==> src/rtl/vram_pkg.sv <==
// Shared sizes and fill-state encoding for the video RAM CPU-port arbiter.
package vram_pkg;
  localparam int VRAM_ADDR_W        = 13;
  localparam int VRAM_DATA_W        = 8;
  localparam int VRAM_BYTES_PER_ROW = 40;
  localparam int VRAM_ROWS          = 192;
  localparam int VRAM_LIMIT         = VRAM_BYTES_PER_ROW * VRAM_ROWS;

  typedef enum logic [1:0] {
    FILL_IDLE = 2'd0,
    FILL_RUN  = 2'd1,
    FILL_DONE = 2'd2
  } fillState_t;
endpackage

==> src/rtl/vram_fill_engine.sv <==
// Block-fill engine: writes one byte per grant, requesting the port for its whole run.
// Busy follows the start edge; done pulses one cycle after the last write; abort drops silently.
module vram_fill_engine
  import vram_pkg::*;
#(
  parameter int ADDR_W = VRAM_ADDR_W,
  parameter int DATA_W = VRAM_DATA_W
) (
  input  logic              clk,
  input  logic              reset,
  input  logic              start,
  input  logic              abort,
  input  logic [ADDR_W-1:0] startAddr,
  input  logic [ADDR_W-1:0] startLen,
  input  logic [DATA_W-1:0] startValue,
  input  logic              grant,
  output logic              req,
  output logic [ADDR_W-1:0] addr,
  output logic [DATA_W-1:0] value,
  output logic              busy,
  output logic              done
);
  fillState_t        state;
  logic [ADDR_W-1:0] cntQ;

  assign req = (state == FILL_RUN);

  always_ff @(posedge clk or posedge reset) begin
    if (reset) begin
      state <= FILL_IDLE;
      addr  <= '0;
      cntQ  <= '0;
      value <= '0;
      busy  <= 1'b0;
      done  <= 1'b0;
    end else begin
      done <= 1'b0;
      case (state)
        FILL_IDLE: begin
          if (start) begin
            if (startLen != '0) begin
              state <= FILL_RUN;
              busy  <= 1'b1;
              addr  <= startAddr;
              cntQ  <= startLen;
              value <= startValue;
            end else begin
              state <= FILL_DONE;
              done  <= 1'b1;
            end
          end
        end
        FILL_RUN: begin
          // An abort still lets this cycle's granted write reach the RAM; it just stops here.
          if (abort) begin
            state <= FILL_IDLE;
            busy  <= 1'b0;
          end else if (grant) begin
            addr <= addr + ADDR_W'(1);
            cntQ <= cntQ - ADDR_W'(1);
            if (cntQ == ADDR_W'(1)) begin
              state <= FILL_DONE;
              busy  <= 1'b0;
              done  <= 1'b1;
            end
          end
        end
        FILL_DONE: state <= FILL_IDLE;
        default:   state <= FILL_IDLE;
      endcase
    end
  end
endmodule

==> src/rtl/vram_port_arbiter.sv <==
// CPU/fill arbiter for the VRAM CPU port: CPU first except in its ack cycle, so fill gets >= 1 of 2 cycles.
// Grant-to-ack is one cycle. VRAM_BOUNDS_CHECK_EN suppresses CPU strobes at or above VRAM_LIMIT.
module vram_port_arbiter
  import vram_pkg::*;
#(
  parameter int ADDR_W     = VRAM_ADDR_W,
  parameter int DATA_W     = VRAM_DATA_W,
  parameter int VRAM_LIMIT = vram_pkg::VRAM_LIMIT
) (
  input  logic              clk,
  input  logic              reset,
  input  logic              cpu_req,
  input  logic              cpu_write,
  input  logic [ADDR_W-1:0] cpu_addr,
  input  logic [DATA_W-1:0] cpu_wdata,
  output logic              cpu_ack,
  output logic [DATA_W-1:0] cpu_rdata,
  input  logic              fill_start,
  input  logic              fill_abort,
  input  logic [ADDR_W-1:0] fill_addr,
  input  logic [ADDR_W-1:0] fill_len,
  input  logic [DATA_W-1:0] fill_value,
  output logic              fill_busy,
  output logic              fill_done,
  output logic              bounds_err,
  output logic [ADDR_W-1:0] ram_addr,
  output logic [DATA_W-1:0] ram_wdata,
  output logic              ram_strobe,
  output logic              ram_write,
  input  logic [DATA_W-1:0] ram_rdata
);
`ifdef VRAM_BOUNDS_CHECK_EN
  localparam bit CHECK_EN = 1'b1;
`else
  localparam bit CHECK_EN = 1'b0;
`endif
  localparam logic [ADDR_W-1:0] LIMIT = ADDR_W'(VRAM_LIMIT);

  logic              cpuGrant, fillGrant, fillReq, cpuOob;
  logic              ackRead, ackOob;
  logic [ADDR_W-1:0] fillAddr;
  logic [DATA_W-1:0] fillValue;

  // cpu_ack marks the cycle after a CPU grant, which is always handed to the fill engine.
  assign cpuGrant  = cpu_req & ~cpu_ack;
  assign fillGrant = fillReq & ~cpuGrant;
  assign cpuOob    = CHECK_EN && (cpu_addr >= LIMIT);

  always_comb begin
    ram_strobe = 1'b0;
    ram_write  = 1'b0;
    ram_addr   = '0;
    ram_wdata  = '0;
    if (cpuGrant) begin
      if (!cpuOob) begin
        ram_strobe = 1'b1;
        ram_write  = cpu_write;
        ram_addr   = cpu_addr;
        ram_wdata  = cpu_wdata;
      end
    end else if (fillGrant) begin
      ram_strobe = 1'b1;
      ram_write  = 1'b1;
      ram_addr   = fillAddr;
      ram_wdata  = fillValue;
    end
  end

  always_ff @(posedge clk or posedge reset) begin
    if (reset) begin
      cpu_ack <= 1'b0;
      ackRead <= 1'b0;
      ackOob  <= 1'b0;
    end else begin
      cpu_ack <= cpuGrant;
      ackRead <= cpuGrant & ~cpu_write;
      ackOob  <= cpuGrant & cpuOob;
    end
  end

  assign bounds_err = ackOob;
  assign cpu_rdata  = ackOob ? '1 : (ackRead ? ram_rdata : '0);

  vram_fill_engine #(
    .ADDR_W(ADDR_W),
    .DATA_W(DATA_W)
  ) uFill (
    .clk       (clk),
    .reset     (reset),
    .start     (fill_start),
    .abort     (fill_abort),
    .startAddr (fill_addr),
    .startLen  (fill_len),
    .startValue(fill_value),
    .grant     (fillGrant),
    .req       (fillReq),
    .addr      (fillAddr),
    .value     (fillValue),
    .busy      (fill_busy),
    .done      (fill_done)
  );
endmodule

==> config.mk <==
export PLATFORM = sky130hd
export DESIGN_NAME = vram_port_arbiter
export DESIGN_NICKNAME = d
export VERILOG_FILES = /design/src/rtl/vram_pkg.sv /design/src/rtl/vram_fill_engine.sv /design/src/rtl/vram_port_arbiter.sv
export SDC_FILE = /design/constraint.sdc
export NUM_CORES = 1
export LEC_CHECK = 0
export ABC_AREA = 1
export BUFFER_PORTS_ARGS = -buffer_cell sky130_fd_sc_hd__buf_2
export CAP_MARGIN = 20
export CORE_MARGIN = 5
export CORE_UTILIZATION = 45
export CTS_CLUSTER_DIAMETER = 50
export CTS_CLUSTER_SIZE = 28
export DETAILED_ROUTE_END_ITERATION = 6
export PLACE_DENSITY = 0.7
export SETUP_SLACK_MARGIN = 0.02
export SLEW_MARGIN = 20
export SYNTH_ARGS = -nofsm -noshare
export SYNTH_HDL_FRONTEND = slang
export SYNTH_SLANG_ARGS = --single-unit
==> constraint.sdc <==
create_clock -name clk -period 3 [get_ports clk]
set_input_delay 0.6 -clock clk [delete_from_list [all_inputs] [get_ports clk]]
set_output_delay 0.6 -clock clk [all_outputs]
set_load 0.02 [all_outputs]
==> run metrics <==
average size of a mapped cell=6.14 um2; RR Startpoint=cpu_ack; largest area contributor in the netlist=dfrtp_1; full die area=0.00807 mm2; Synth area leaders=dfrtp_1, nand2_1, nand3_1, inv_1, nor2_1; GP Congestion=0.843; wirelength, routed=7.84 mm; reg-to-reg critical path endpoint=uFill.cntQ[1]; CTS tree=done; clk slew on worst S/H paths=0.08 ns; Syn Nets=539; total iterations of the first detailed-routing run=5; fin util=0.559; clk sinks=40; number of global-route vias before repair=3051; Clk Tree Root Cell=clkbuf_8; Worst Hold Class=input pin to async pin; drt initial violations=127; crit-path cells=inv_1 -> nand2_2 -> inv_1 -> nand2_1 -> o21ai_1 -> buf_2; slowest stage cell, crit path=inv_1; ANT nets after route=0; status=completed; Fillers=658; area delta synth->final=22.3%; nets@finish=634; wire per inst=12.3 um; worst slew pin tran=0.704 ns; peak supply drop=0.555 mV; period utilization=0.820; Worst setup SP type=flop; Initial Util=0.457; RSZ-0062 raised after global routing=no; DR vias=3121; fmax=407 MHz; most common cell after layout, fill and taps aside=nand2_1; pwr/cell area=897 mW/mm2; met2 wire len=3.98 mm; Post-CTS Hold Fix Bufs=0; max-slew violations=0; # H-tree levels=2; synth unique cells=28; worst setup path class=flop to output port; vias per cell=4.88; r2r worst-path depth=9; FP Rows=29; # setup viols final=0; initial antenna violation count=0; flop and latch count out of synthesis=40; r2r setup slk=1.06 ns; Synth Cell Area=0.00287 mm2; CP delay by family, top=buffers and inverters; most frequent cells in the layout=nand2_1, buf_2, nand3_1; global-route wire length before repair=13.6 mm; # Max-Cap Violations=0; Yosys top cell area share=0.349; share of cells above drive strength 1=0.233; clock skew=0.00457 ns; Hold Violations, Final=0; worst skew pair latency=0.29 ns; highest metal used=met4; met3 wire length=463 um; WL met1=3.32 mm; CTS Buf Count=5; Port Buffers=102; Arrival @ worst endpoint=1.86 ns; Setup TNS Final=0 ns; chip height=89.8 um; Core ar.=0.00628 mm2; Post-CTS Setup Inserts=0; Die Wd=89.8 um; Max FO, Critical Path=23; CP dominant cell by count=inv_1; diodes inserted=0; largest net degree at the start of global routing=41; Slew Limit Headroom=0.530; Pleak=2.06 nW; post-synthesis sequential area ratio=0.349; drc violations=0; critical path's largest stage delay=0.57 ns; Gate Count Post-Synth=467; total grt overflow=0; Ports=104; Critical Path Start=cpu_ack; fin crit period=2.46 ns; Required @ worst endpoint=2.40 ns; HPWL after DPL=5.85 mm; PostCTS Resize Cnt=0; GRT Util Overall=0.198; clock tree buffer depth=2; Synth warnings=0; CP endpoint kind=output port; WP buf/inv=3
[power by group]
part	internal [mW]	total [mW]	switching [mW]	leakage, nW
Sequential	0.786	1.03	0.241	0.499
Combinational	0.558	1.68	1.12	1.51
Clock	0.247	0.441	0.194	0.0552
Total	1.59	3.15	1.55	2.06
[per-layer routing]
metal  up-vias  global-route usage
met3         7              0.0409
met4         0              0.0579
li1       1643                   -
met1      1403               0.238
met5         -                   0
met2        68               0.352
[stage by stage]
step | cells | setup slack [ns] | total power, mW | area, um2 | hold slack [ns]
floorplan | 467 | 1.07 | 2.32 | 2870 | 0.443
global placement | 632 | 0.644 | 2.67 | 3400 | 0.457
detailed placement | 632 | 0.585 | 2.73 | 3400 | 0.462
CTS | 640 | 0.523 | 3.18 | 3510 | 0.453
global route | 640 | 0.343 | 3.48 | 3510 | 0.451
finish | 640 | 0.540 | 3.15 | 3510 | 0.424
[synth_stat cells, drive strengths merged]
cell	number
ha	3
o21bai	2
conb	1
nand3	51
or2	2
inv	47
nor2	41
nand4	7
nor3	1
o21ai	38
a21oi	2
buf	13
clkbuf	5
dfrtp	40
nand3b	1
nand2	212
xor2	1
[logic make-up after synthesis]
family / after synthesis / synth area share
AOI/OAI and AO/OA: 42 / 0.0829
buffers and inverters: 65 / 0.0977
xor gates and xnor gates: 1 / 0.00305
adders and majority gates: 3 / 0.0131
other: 1 / 0.00131
and+or+nand+nor: 315 / 0.453
DFF: 40 / 0.349
[cell type report]
cell class	count	area, um2	share of cell area
Inverter	47	176	0.0503
Clock inverter	2	35.0	0.00999
Multi-Input combinational cell	362	1590	0.452
Tap cell	77	96.3	0.0275
Sequential cell	40	1000	0.285
Timing Repair Buffer	106	541	0.154
Clock buffer	6	72.6	0.0207
[worst reg2reg max path: stages (launching register included)]
cell and delay, ns:
dfrtp_1 0.35, inv_1 0.05, nand2_2 0.19, nand2_1 0.10
a21oi_2 0.17, nand3_2 0.31, inv_2 0.11, buf_4 0.37
nand2_1 0.14, o21ai_1 0.09
[registers in the layout, indices dropped and copies added, names as in the netlist]
name	cells
ackRead	1
cpu_ack	1
uFill.addr	13
uFill.busy	1
uFill.cntQ	13
uFill.done	1
uFill.state	2
uFill.value	8
[worst max-delay path by stage]
stage | end | cells after the start
after detailed placement | ram_addr[11] | 6
final | ram_addr[3] | 6
after CTS | ram_addr[1] | 6
after floorplan | ram_addr[1] | 5
after global placement | ram_addr[0] | 6
after global routing | ram_addr[9] | 6
Power figures use the tool's default switching activity.
